<file path="config.mk">
export PLATFORM = sky130hd
export DESIGN_NAME = sw_ctrl
export DESIGN_NICKNAME = d
export VERILOG_FILES = /design/src/rtl/sw_pkg.sv /design/src/rtl/sw_debounce.sv /design/src/rtl/sw_ctrl.sv
export SDC_FILE = /design/constraint.sdc
export NUM_CORES = 1
export LEC_CHECK = 0
export ABC_AREA = 1
export CORE_MARGIN = 10
export CORE_UTILIZATION = 45
export CTS_CLUSTER_DIAMETER = 30
export CTS_CLUSTER_SIZE = 10
export DETAILED_ROUTE_END_ITERATION = 6
export HOLD_SLACK_MARGIN = 0.06
export PLACE_DENSITY = 0.64
export SYNTH_ARGS = -nofsm -noshare
export SYNTH_HDL_FRONTEND = slang
export SYNTH_SLANG_ARGS = --single-unit
export TNS_END_PERCENT = 1
</file>
<file path="constraint.sdc">
create_clock -name Clock_1MSec -period 3.4 [get_ports Clock_1MSec]
set_input_delay 0.34 -clock Clock_1MSec [delete_from_list [all_inputs] [get_ports Clock_1MSec]]
set_output_delay 0.34 -clock Clock_1MSec [all_outputs]
set_load 0.01 [all_outputs]
</file>
<file path="src/rtl/sw_pkg.sv">
// Shared FSM encodings and default timing constants for the stopwatch button controller.
package sw_pkg;

   typedef enum logic [1:0] {
      IDLE   = 2'b00,
      RUN    = 2'b01,
      PAUSED = 2'b10,
      CLEAR  = 2'b11
   } sw_state_e;

   localparam int DEBOUNCE_MS_DEF = 20;
   localparam int CLEAR_MS_DEF    = 2;
   localparam int DB_CNT_W        = 6;
   localparam int CLR_CNT_W       = 4;

endpackage

</file>
<file path="src/rtl/sw_debounce.sv">
// Per-button 2-flop synchronizer, counter debouncer and registered rising-edge press event.
module sw_debounce
   import sw_pkg::*;
#(
   parameter int DEBOUNCE_MS = DEBOUNCE_MS_DEF
) (
   input  logic Clock_1MSec,
   input  logic Reset,
   input  logic raw,
   output logic level,
   output logic press
);

   logic                sync_p0;
   logic                sync_p1;
   logic [DB_CNT_W-1:0] cnt;

   always_ff @(posedge Clock_1MSec or negedge Reset) begin
      if (!Reset) begin
         sync_p0 <= 1'b0;
         sync_p1 <= 1'b0;
         cnt     <= '0;
         level   <= 1'b0;
         press   <= 1'b0;
      end else begin
         sync_p0 <= raw;
         sync_p1 <= sync_p0;
         press   <= 1'b0;
         // Any agreement with the accepted level restarts the stability count.
         if (sync_p1 == level) begin
            cnt <= '0;
         end else if (cnt == DB_CNT_W'(DEBOUNCE_MS - 1)) begin
            cnt   <= '0;
            level <= sync_p1;
            press <= sync_p1;
         end else begin
            cnt <= cnt + 1'b1;
         end
      end
   end

endmodule

</file>
<file path="src/rtl/sw_ctrl.sv">
// Stopwatch control FSM driven by debounced Start/Stop and Reset buttons.
// Optional lap toggle output is built when SW_CTRL_LAP_EN is defined.
module sw_ctrl
   import sw_pkg::*;
#(
   parameter int DEBOUNCE_MS = DEBOUNCE_MS_DEF,
   parameter int CLEAR_MS    = CLEAR_MS_DEF
) (
   input  logic       Clock_1MSec,
   input  logic       Reset,
   input  logic       Btn_StartStop,
   input  logic       Btn_Reset,
   input  logic       Control,
`ifdef SW_CTRL_LAP_EN
   input  logic       Btn_Lap,
   output logic       Lap_S,
`endif
   output logic       Start_S,
   output logic       Stop_S,
   output logic       Reset_S,
   output logic [1:0] State_S
);

   sw_state_e            state, state_nxt;
   logic [CLR_CNT_W-1:0] clr_cnt, clr_nxt;
   logic                 ss_level, ss_press, ss_evt;
   logic                 rs_level, rs_press, rs_evt;

   sw_debounce #(.DEBOUNCE_MS(DEBOUNCE_MS)) u_db_ss (
      .Clock_1MSec (Clock_1MSec),
      .Reset       (Reset),
      .raw         (Btn_StartStop),
      .level       (ss_level),
      .press       (ss_press)
   );

   sw_debounce #(.DEBOUNCE_MS(DEBOUNCE_MS)) u_db_rs (
      .Clock_1MSec (Clock_1MSec),
      .Reset       (Reset),
      .raw         (Btn_Reset),
      .level       (rs_level),
      .press       (rs_press)
   );

   // A press is only honoured alongside the level it announces; Control=1 discards it.
   assign ss_evt = ss_press & ss_level & ~Control;
   assign rs_evt = rs_press & rs_level & ~Control;

   always_comb begin
      state_nxt = state;
      clr_nxt   = clr_cnt;
      if (!Control) begin
         case (state)
            IDLE:    if (ss_evt) state_nxt = RUN;
            RUN:     if (ss_evt) state_nxt = PAUSED;
            PAUSED: begin
               if (rs_evt) begin
                  state_nxt = CLEAR;
                  clr_nxt   = '0;
               end else if (ss_evt) begin
                  state_nxt = RUN;
               end
            end
            CLEAR: begin
               if (clr_cnt == CLR_CNT_W'(CLEAR_MS - 1)) state_nxt = IDLE;
               else                                      clr_nxt   = clr_cnt + 1'b1;
            end
            default: state_nxt = IDLE;
         endcase
      end
   end

   // Outputs are registered from the next state so they track State_S cycle for cycle.
   always_ff @(posedge Clock_1MSec or negedge Reset) begin
      if (!Reset) begin
         state   <= IDLE;
         clr_cnt <= '0;
         Start_S <= 1'b0;
         Stop_S  <= 1'b0;
         Reset_S <= 1'b0;
      end else begin
         state   <= state_nxt;
         clr_cnt <= clr_nxt;
         Start_S <= (state_nxt == RUN);
         Stop_S  <= (state_nxt == PAUSED);
         Reset_S <= (state_nxt == CLEAR);
      end
   end

   assign State_S = state;

`ifdef SW_CTRL_LAP_EN
   logic lap_level, lap_press;

   sw_debounce #(.DEBOUNCE_MS(DEBOUNCE_MS)) u_db_lap (
      .Clock_1MSec (Clock_1MSec),
      .Reset       (Reset),
      .raw         (Btn_Lap),
      .level       (lap_level),
      .press       (lap_press)
   );

   always_ff @(posedge Clock_1MSec or negedge Reset) begin
      if (!Reset) begin
         Lap_S <= 1'b0;
      end else if (state_nxt == IDLE || state_nxt == CLEAR) begin
         Lap_S <= 1'b0;
      end else if (lap_press && lap_level && !Control &&
                   (state == RUN || state == PAUSED)) begin
         Lap_S <= ~Lap_S;
      end
   end
`endif

endmodule
</file>
# [Word-level counts from Yosys, hierarchy flattened]
# Cells that the tools add are included.
[totals] ff_bits=29 inputBits=5 elab_cells=60
[op_classes] n_addsub=3 n_eq_ne=13 n_mux=17 bitwise=7 reduce_logical=5
[op_table] cell="6-bit 2-to-1 mux" count=4
[op_table] cell="6-bit by 1-bit adder with 6-bit output (second input constant)" count=2
[op_table] cell="6-bit by 5-bit equality test with 1-bit output (second input constant)" count=2
[op_table] cell="2-bit 2-to-1 mux" count=5
[op_table] cell="2-bit equality test (second input constant)" count=4
[op_table] cell="4-bit 2-to-1 mux" count=2
[op_table] cell="2-bit one-hot mux with 4 select lines" count=1
[op_table] cell="4-bit one-hot mux with 2 select lines" count=1
[op_table] cell="4-bit by 1-bit adder with 4-bit output (second input constant)" count=1
[op_table] cell="1-bit AND" count=4
[op_table] cell="2-bit by 1-bit equality test with 1-bit output (second input constant)" count=2
[op_table] cell="4-bit by 1-bit equality test with 1-bit output (second input constant)" count=1
[op_table] cell="1-bit 2-to-1 mux" count=4
[op_table] cell="2-bit inequality test (second input constant)" count=2
[op_table] cell="2-bit AND reduction" count=2
[op_table] cell="4-bit AND reduction" count=1
[op_table] cell="1-bit NOT" count=3
[op_table] cell="1-bit equality test" count=2
[op_table] cell="2-bit logical NOT" count=1
[op_table] cell="2-bit nonzero test" count=1

# [Longest topological paths before layout]
[depth] ltp_word=7 depth_mapped=8 ltp_nobuf=8

# [Modules after synthesis]
# Synthesis repeated with hierarchy kept, for this count alone.
[hier_totals] cells_unflattened=155 hier_area_um2=1385.1
[modules_own_cells] module="sw_debounce" instances=2 cells_each=45 area_each_um2=435.4 seq_area_each_um2=250.2
[modules_own_cells] module="sw_ctrl" instances=1 cells_each=65 area_each_um2=514.2 seq_area_each_um2=225.2

# [Least setup slack after synthesis]
# Ideal clock, no wire load.
[synth_timing] path_type="flip-flop to flip-flop" startpoint="reg clr_cnt[0]" endpoint="reg clr_cnt[0]" setup_ps=128 arrival_ps=1095 required_ps=3272 path_slack_ps=2177 path_stages_with_launch=7 path_cell_list="dfrtp_1 -> ha_1 -> nand3_1 -> nand4_2 -> and2_1 -> nand2_1 -> o21ai_0"
[synth_via] elab_chain_len=3 word_cells_on_any_way=6 classes_between="add/sub: 1; eq/ne: 2; mux: 2; reduce/logical: 1"
[synth_lines] element="from (decl)" line="sw_ctrl.sv:25" source="logic [CLR_CNT_W-1:0] clr_cnt, clr_nxt;"
[synth_lines] element="from (signal assigned)" line="sw_ctrl.sv:83" source="clr_cnt <= clr_nxt;"
[synth_lines] element="4-bit by 1-bit adder with 4-bit output / 4-bit by 1-bit equality test with 1-bit output (equally long branches)" line="sw_ctrl.sv:66, sw_ctrl.sv:65"
[synth_lines] element="4-bit 2-to-1 mux / 2-bit inequality test (equally long branches)"
[synth_lines] element="4-bit one-hot mux with 2 select lines / 4-bit AND reduction (equally long branches)"
# Several ways; a longest one is shown, not always the timed one. The select of a mux whose other input is x is not followed.
# A chain may end at the register's enable or synchronous reset.

# [Final worst setup path]
[layout_timing] startpoint="reg state[0] (netlist: State_S[0])" endpoint="out State_S[0]"
[layout_lines] element="from (decl)" line="sw_ctrl.sv:24" source="sw_state_e state, state_nxt;"
[layout_lines] element="from (signal assigned)" line="sw_ctrl.sv:82" source="state <= state_nxt;"
[layout_lines] element="to (decl)" line="sw_ctrl.sv:21" source="output logic [1:0] State_S"
# No word-level cell between the ends.

==> impl_metrics.env <==
export IMPL_area_delta_synth_final_pct=14.8
export IMPL_ys_async_sr_fraction=1.00
export IMPL_htreeDepth=2
export IMPL_initial_utilization=0.470
export IMPL_rsz0062_at_grt="no"
export IMPL_synthDominantCellAreaShare=0.560
export IMPL_cap_violations=0
export IMPL_powerDensity_nw_per_um2=584
export IMPL_wl_mm=2.06
export IMPL_fin_setup_tns_ns=0
export IMPL_cts_root_buf="clkbuf_4"
export IMPL_vias=932
export IMPL_fin_crit_ns=1.72
export IMPL_leakagePower_nw=0.741
export IMPL_pin_count=10
export IMPL_cts_hold_buf=0
export IMPL_synth_area_top_cells="dfrtp_1 (56%), nand2_1 (6.9%), nor2_1 (6.7%), inv_1 (4.6%), ha_1 (3.9%)"
export IMPL_path_clk_slew_ns=0.08
export IMPL_clk_latency_ns=0.31
export IMPL_worstSetupPathType="flip-flop to output pin"
export IMPL_yosysTopAreaCell="dfrtp_1"
export IMPL_die_h_um=73.7
export IMPL_setup_viol=0
export IMPL_status="finished, final reports clean"
export IMPL_drc_errors=0
export IMPL_maxSlewHeadroom=0.765
export IMPL_die_area_um2=5430
export IMPL_final_antenna_net_count=0
export IMPL_yosys_warnings=0
export IMPL_netlist_area_um2=1300
export IMPL_antenna_found_initial=0
export IMPL_start_kind="flip-flop"
export IMPL_first_global_vias=914
export IMPL_ir_drop_uv=432
export IMPL_dp_hpwl_mm=1.50
export IMPL_arrival_ns=1.38
export IMPL_grt_overflow=0
export IMPL_synth_seq_cells=29
export IMPL_worst_slew_pin_slew_ns=0.353
export IMPL_viasPerCell=4.88
export IMPL_die_w_um=73.7
export IMPL_cp_buffers_inverters=1
export IMPL_synth_most_common_cell="dfrtp_1"
export IMPL_skew_ns=0.00361
export IMPL_timing_hold_ws_ns=0.353
export IMPL_core_area_um2=2760
export IMPL_synth_area_per_cell_um2=9.06
export IMPL_grt_pass1_wl_mm=3.76
export IMPL_synth_commonest_cells="dfrtp_1 (29), nand2_1 (24), nor2_1 (23)"
export IMPL_gp_congestion=0.845
export IMPL_max_freq_mhz=582
export IMPL_num_antenna_cells=0
export IMPL_worstPathCellList="clkdlybuf4s50_1"
export IMPL_end_kind="output pin"
export IMPL_cts_tree="yes"
export IMPL_cts_buffer_depth=2
export IMPL_timing_final_max_slew_violations=0
export IMPL_cts_sinks=29
export IMPL_ys_flop_type="dfrtp_1"
export IMPL_critical_path_max_fanout=6
export IMPL_postCtsSetupRepairBufs=0
export IMPL_reg2reg_slack_ns=2.01
export IMPL_total_power_mw=0.868
export IMPL_numCtsBuffers=5
export IMPL_post_cts_resized=0
export IMPL_post_route_util=0.539
export IMPL_hp_class="flip-flop to flip-flop"
export IMPL_routedWlPerCell_um=10.8
export IMPL_drive_gt1_frac=0.0938
export IMPL_cpPeakStageDelay_ns=0.59
export IMPL_crit_required_ns=3.06
export IMPL_yosysSeqAreaShare=0.560
export IMPL_cp_slowest_cell="clkdlybuf4s50_1"
export IMPL_num_nets_final=169
export IMPL_critPathTopFamily="buffers and inverters"
export IMPL_portBuffers=9
export IMPL_timing_final_crit_share=0.505
export IMPL_track_usage=0.0903
export IMPL_syn_nets=152
export IMPL_hold_viol_final=0
export IMPL_synth_cell_types=23
export IMPL_synth_edf_count=0
export IMPL_rows=19
export IMPL_first_pass_iters=4
export IMPL_postSynthCellCount=143
export IMPL_dr_first_iter_drc_count=66
export IMPL_grt_max_degree=30
==> metal layers <==
metal | wire, µm | vias to the layer above | track usage
met2 | 893 | 15 | 0.128
met3 | 148 | 5 | 0.0444
met1 | 955 | 424 | 0.102
met4 | 59 | 0 | 0.0663
li1 | - | 488 | -
met5 | 0 | - | 0
==> sequential cells by signal, summed over array words and instances (netlist names) <==
register,count
Reset_S,1
u_db_ss.sync_p1,1
u_db_ss.press,1
u_db_rs.level,1
State_S,2
u_db_ss.sync_p0,1
u_db_rs.cnt,6
u_db_ss.level,1
u_db_rs.sync_p0,1
u_db_ss.cnt,6
u_db_rs.press,1
Start_S,1
clr_cnt,4
Stop_S,1
u_db_rs.sync_p1,1
==> cell usage in the layout (no fill, tap or decap), types with 5 or more instances in the layout <==
cell / count
nor2_1: 23
dfrtp_1: 29
inv_1: 16
o21ai_0: 5
nand2_1: 24
clkbuf_4: 5
nand3_1: 10
nor3_1: 5
clkdlybuf4s50_1: 9
==> logic make-up (layout without fill, tap and decap cells) <==
| group | count (synthesis) | count (layout) | synth area share |
|---|---|---|---|
| buffers and inverters | 19 | 36 | 0.0550 |
| flip-flops | 29 | 29 | 0.560 |
| adder cells (fa/ha/maj) | 4 | 4 | 0.0386 |
| AO/OA/AOI/OAI | 12 | 12 | 0.0492 |
| AND/OR/NAND/NOR | 73 | 73 | 0.257 |
| XOR/XNOR | 6 | 6 | 0.0405 |
==> path summary, 6_finish.rpt <==
kind | from | end | depth (start not counted)
max | State_S[0] | State_S[0] | 1
max in group asynchronous | Reset | u_db_rs.cnt[5] | 2
min reg2reg | u_db_ss.sync_p0 | u_db_ss.sync_p1 | 0
max reg2reg | clr_cnt[0] | clr_cnt[3] | 6
min in group asynchronous | Reset | clr_cnt[3] | 2
min | u_db_ss.sync_p0 | u_db_ss.sync_p1 | 0
==> per-stage QoR <==
stage,cells,instance area (µm²),setup WS [ns]
floorplan,143,1300,2.18
global placement,184,1430,1.83
detailed placement,184,1430,1.79
CTS,191,1490,1.64
global route,191,1490,1.58
finish,191,1490,1.68
==> report_power, final <==
part	internal [mW]	switching, mW	total [mW]
registers	0.397	0.0475	0.445
logic	0.0975	0.121	0.218
clock network	0.0974	0.108	0.205
total	0.592	0.276	0.868
==> area by class of cell <==
| cell class | instances | area (µm²) |
|---|---|---|
| sequential | 29 | 726 |
| fill | 243 | 1270 |
| tap | 31 | 38.8 |
| timing repair buffer | 10 | 97.6 |
| clock buffer | 7 | 55.1 |
| multi-input combinational | 95 | 499 |
| inverter | 19 | 71.3 |
No activity file was read; power rests on OpenSTA's default activity.
==> RTL edit 1, RTL diff (config.mk and constraints unchanged) <==
The output `Reset_S` loses its register stage (`Reset_S` becomes a continuous assignment).
--- a/src/rtl/sw_ctrl.sv
+++ b/src/rtl/sw_ctrl.sv
@@ -77,15 +77,15 @@
          clr_cnt <= '0;
          Start_S <= 1'b0;
          Stop_S  <= 1'b0;
-         Reset_S <= 1'b0;
       end else begin
          state   <= state_nxt;
          clr_cnt <= clr_nxt;
          Start_S <= (state_nxt == RUN);
          Stop_S  <= (state_nxt == PAUSED);
-         Reset_S <= (state_nxt == CLEAR);
       end
    end
+
+   assign Reset_S = (state_nxt == CLEAR);
 
    assign State_S = state;
 
Formal check against the unedited RTL: no difference found for any inputs over 10 cycles, from zero or initial values and one cycle with Reset low; that may be too few to reach the edited logic, so the function may still have changed.
==> RTL edit 1 against the original RTL <==
- sequential cell count fell by 1
- cell area decreased by 2.9%
- fmax down 28%
- area after synthesis is 1.9% lower
- clock skew is 0.0023 ns higher
- worst setup slack got worse by 0.68 ns
- total power fell by 7.3%
- routed wire length is 3.2% higher
- sequential power decreased by 4%
- largest cell class unchanged
- critical path type unchanged
- clock power shrank 22%
==> RTL edit 1: results (changes against the original RTL) <==
skew final=0.00588 ns (+0.00227 ns); TritonCTS Buffers=3 (-2); Peak VDD IR=377 uV (-13%); fin crit share=0.705 (+0.200); critical path arrival=2.06 ns (+0.68 ns); status=complete, no violations; Power Clock=159 uW (-22%); max incr delay on CP=0.55 ns (-0.04 ns); Nets=166 (-1.8%); crit-path max FO=4 (-2); switching share of power=0.320 (+0.00181); DP HPWL=1600 um (+6.1%); sequential share of the synthesized area=0.551 (-0.00866); proportion of layout cells with a drive suffix above 1=0.0833 (-0.0104); worst hold path type=primary input to asynchronous set/reset pin; CTS H-Tree Depth=1 (-1); r2r endpoint=clr_cnt[0]$_DFFE_PN0P_; Worst-path clk slew=0.14 ns (+0.06 ns); Area contributors post-synth=dfrtp_1 (55%), nand2_1 (7.1%), nor2_1 (6.8%), inv_1 (4.7%), ha_1 (3.9%); Worst Max-Slew Pin Slew=0.344 ns (-0.00885 ns); Critical Path Start=clr_cnt[1]$_DFFE_PN0P_; vias=928 (-0.43%); Leakage=0.717 nW (-3.3%); largest net degree at the start of global routing=29 (-3.3%); Power Sequential=427 uW (-4%); gr usage total=0.0831 (-0.00723)
-- RTL edit 1: worst min path at each step --
stage / endpoint / slack [ns] / depth (start not counted)
2_1_floorplan: Start_S$_DFF_PN0_ / 0.04 / 0
5_1_grt: clr_cnt[3]$_DFFE_PN0P_ / 0.38 / 2
3_5_place_dp: u_db_ss.sync_p1$_DFF_PN0_ / 0.33 / 0
6_report: clr_cnt[3]$_DFFE_PN0P_ / 0.36 / 2
4_1_cts: clr_cnt[3]$_DFFE_PN0P_ / 0.36 / 2
3_3_place_gp: u_db_rs.sync_p1$_DFF_PN0_ / 0.33 / 0
-- RTL edit 1: cell families after synthesis --
family          Yosys count  share of synthesized area
compound gates           12                     0.0502
xor+xnor                  6                     0.0413
fa+ha+maj                 4                     0.0394
buf+inv                  19                     0.0561
flops                    28                      0.551
simple gates             73                      0.262
-- RTL edit 1: through the flow --
step                      std cells   util
final                           187  0.528
after global placement          183  0.515
after CTS                       187  0.528
after floorplan                 142      -
after global routing            187  0.528
after detailed placement        183  0.515
-- RTL edit 1: layout make-up --
| type | count | area share |
|---|---|---|
| Multi-Input combinational cell | 95 | 0.346 |
| Clock buffer | 4 | 0.0251 |
| Tap cell | 31 | 0.0269 |
| Sequential cell | 28 | 0.485 |
| Timing Repair Buffer | 10 | 0.0676 |
| Inverter | 19 | 0.0494 |
-- RTL edit 1: per-layer routing --
| layer | vias up | track usage | wire length (um) |
|---|---|---|---|
| met5 | - | 0 | 0 |
| met4 | 0 | 0.0506 | 36 |
| met3 | 4 | 0.0177 | 64 |
| met2 | 10 | 0.138 | 1040 |
| met1 | 429 | 0.0940 | 987 |
| li1 | 485 | - | - |
==> RTL edit 2, RTL diff (same flow settings) <==
Made on the original files. The package constant `CLR_CNT_W` goes from 4 to 5.
--- a/src/rtl/sw_pkg.sv
+++ b/src/rtl/sw_pkg.sv
@@ -11,7 +11,7 @@
    localparam int DEBOUNCE_MS_DEF = 20;
    localparam int CLEAR_MS_DEF    = 2;
    localparam int DB_CNT_W        = 6;
-   localparam int CLR_CNT_W       = 4;
+   localparam int CLR_CNT_W       = 5;
 
 endpackage
 
Function: no difference found for any inputs over 10 cycles, from zero or initial values and one cycle with Reset low; that may be too few to reach the edited logic, so the function may still have changed.
==> RTL edit 2 against the original RTL <==
- worst setup slack improved by 0.052 ns
- fmax increased by 3.1%
- cell area increased by 8.7%
- non-clock buffer count unchanged
- sequential cell count increased by 1
- total power decreased by 1.7%
- area after synthesis increased by 7.9%
- routed wire length increased by 11%
- largest cell class unchanged
==> RTL edit 2: results (changes against the original RTL) <==
status=complete, no violations; Peak VDD IR=273 uV (-37%); Power Combinational=168 uW (-23%); FILL cells=278 (+14%); r2r endpoint=Start_S$_DFF_PN0_; post-placement cell count=195 (+6.0%); Reg-to-Reg Start=clr_cnt[1]$_DFFE_PN0P_; synth unique cells=27 (+17%); sw power=246 uW (-11%); Synth top cells by count=nand2_1 (31), dfrtp_1 (30), nor2_1 (18); hold_sp=u_db_rs.sync_p0$_DFF_PN0_; syn_nets=161 (+5.9%); gr usage total=0.0978 (+0.00756); multi-input logic area=568 um2 (+14%); dpl ws=1.81 ns (+0.0197 ns); largest net degree at the start of global routing=31 (+3.3%); Power Clock=259 uW (+26%); DP Area=1540 um2 (+7.3%); Nets=178 (+5.3%); skew final=0.00191 ns (-0.00170 ns); Gate power share=0.197 (-0.055); wire per inst=11.2 um (+4.4%); vias=1,024 (+9.9%); Min Hold Slack=0.355 ns (+0.00183 ns); vias in the first global route=976 (+6.8%)
RTL edit 2: changes by cell type after synthesis, moves of 3 or more:
cell,delta
nand2_2,+4
nor3_1,-4
nor2_1,-5
nand4_1,+3
nand2_1,+7
RTL edit 2: layout make-up:
class / count / area share
clock buffers: 8 / 0.0488
flip-flops and latches: 30 / 0.464
inverters: 21 / 0.0495
multi-input cells: 101 / 0.351
repair buffers: 10 / 0.0604
well taps: 33 / 0.0255
RTL edit 2: logic make-up after synthesis:
logic type | Yosys count | synth area share
buffers and inverters | 21 | 0.0572
XOR/XNOR | 7 | 0.0438
flip-flops | 30 | 0.537
AND/OR/NAND/NOR | 79 | 0.274
AO/OA/AOI/OAI | 11 | 0.0528
adder cells (fa/ha/maj) | 4 | 0.0358
RTL edit 2: per-layer routing:
metal	share of wire	track usage
met3	0.051	0.0456
met4	0.020	0.0433
met5	0	0
met1	0.46	0.111
met2	0.47	0.154
RTL edit 2: worst max path at each step:
| stage | startpoint | to | slack, ns | cells after the start |
|---|---|---|---|---|
| floorplan | clr_cnt[0]$_DFFE_PN0P_ | clr_cnt[2]$_DFFE_PN0P_ | 2.16 | 9 |
| global placement | Control | Start_S$_DFF_PN0_ | 1.88 | 8 |
| detailed placement | Control | Start_S$_DFF_PN0_ | 1.81 | 8 |
| CTS | State_S[1]$_DFF_PN0_ | State_S[1] | 1.72 | 1 |
| global route | State_S[1]$_DFF_PN0_ | State_S[1] | 1.66 | 1 |
| finish | State_S[1]$_DFF_PN0_ | State_S[1] | 1.73 | 1 |
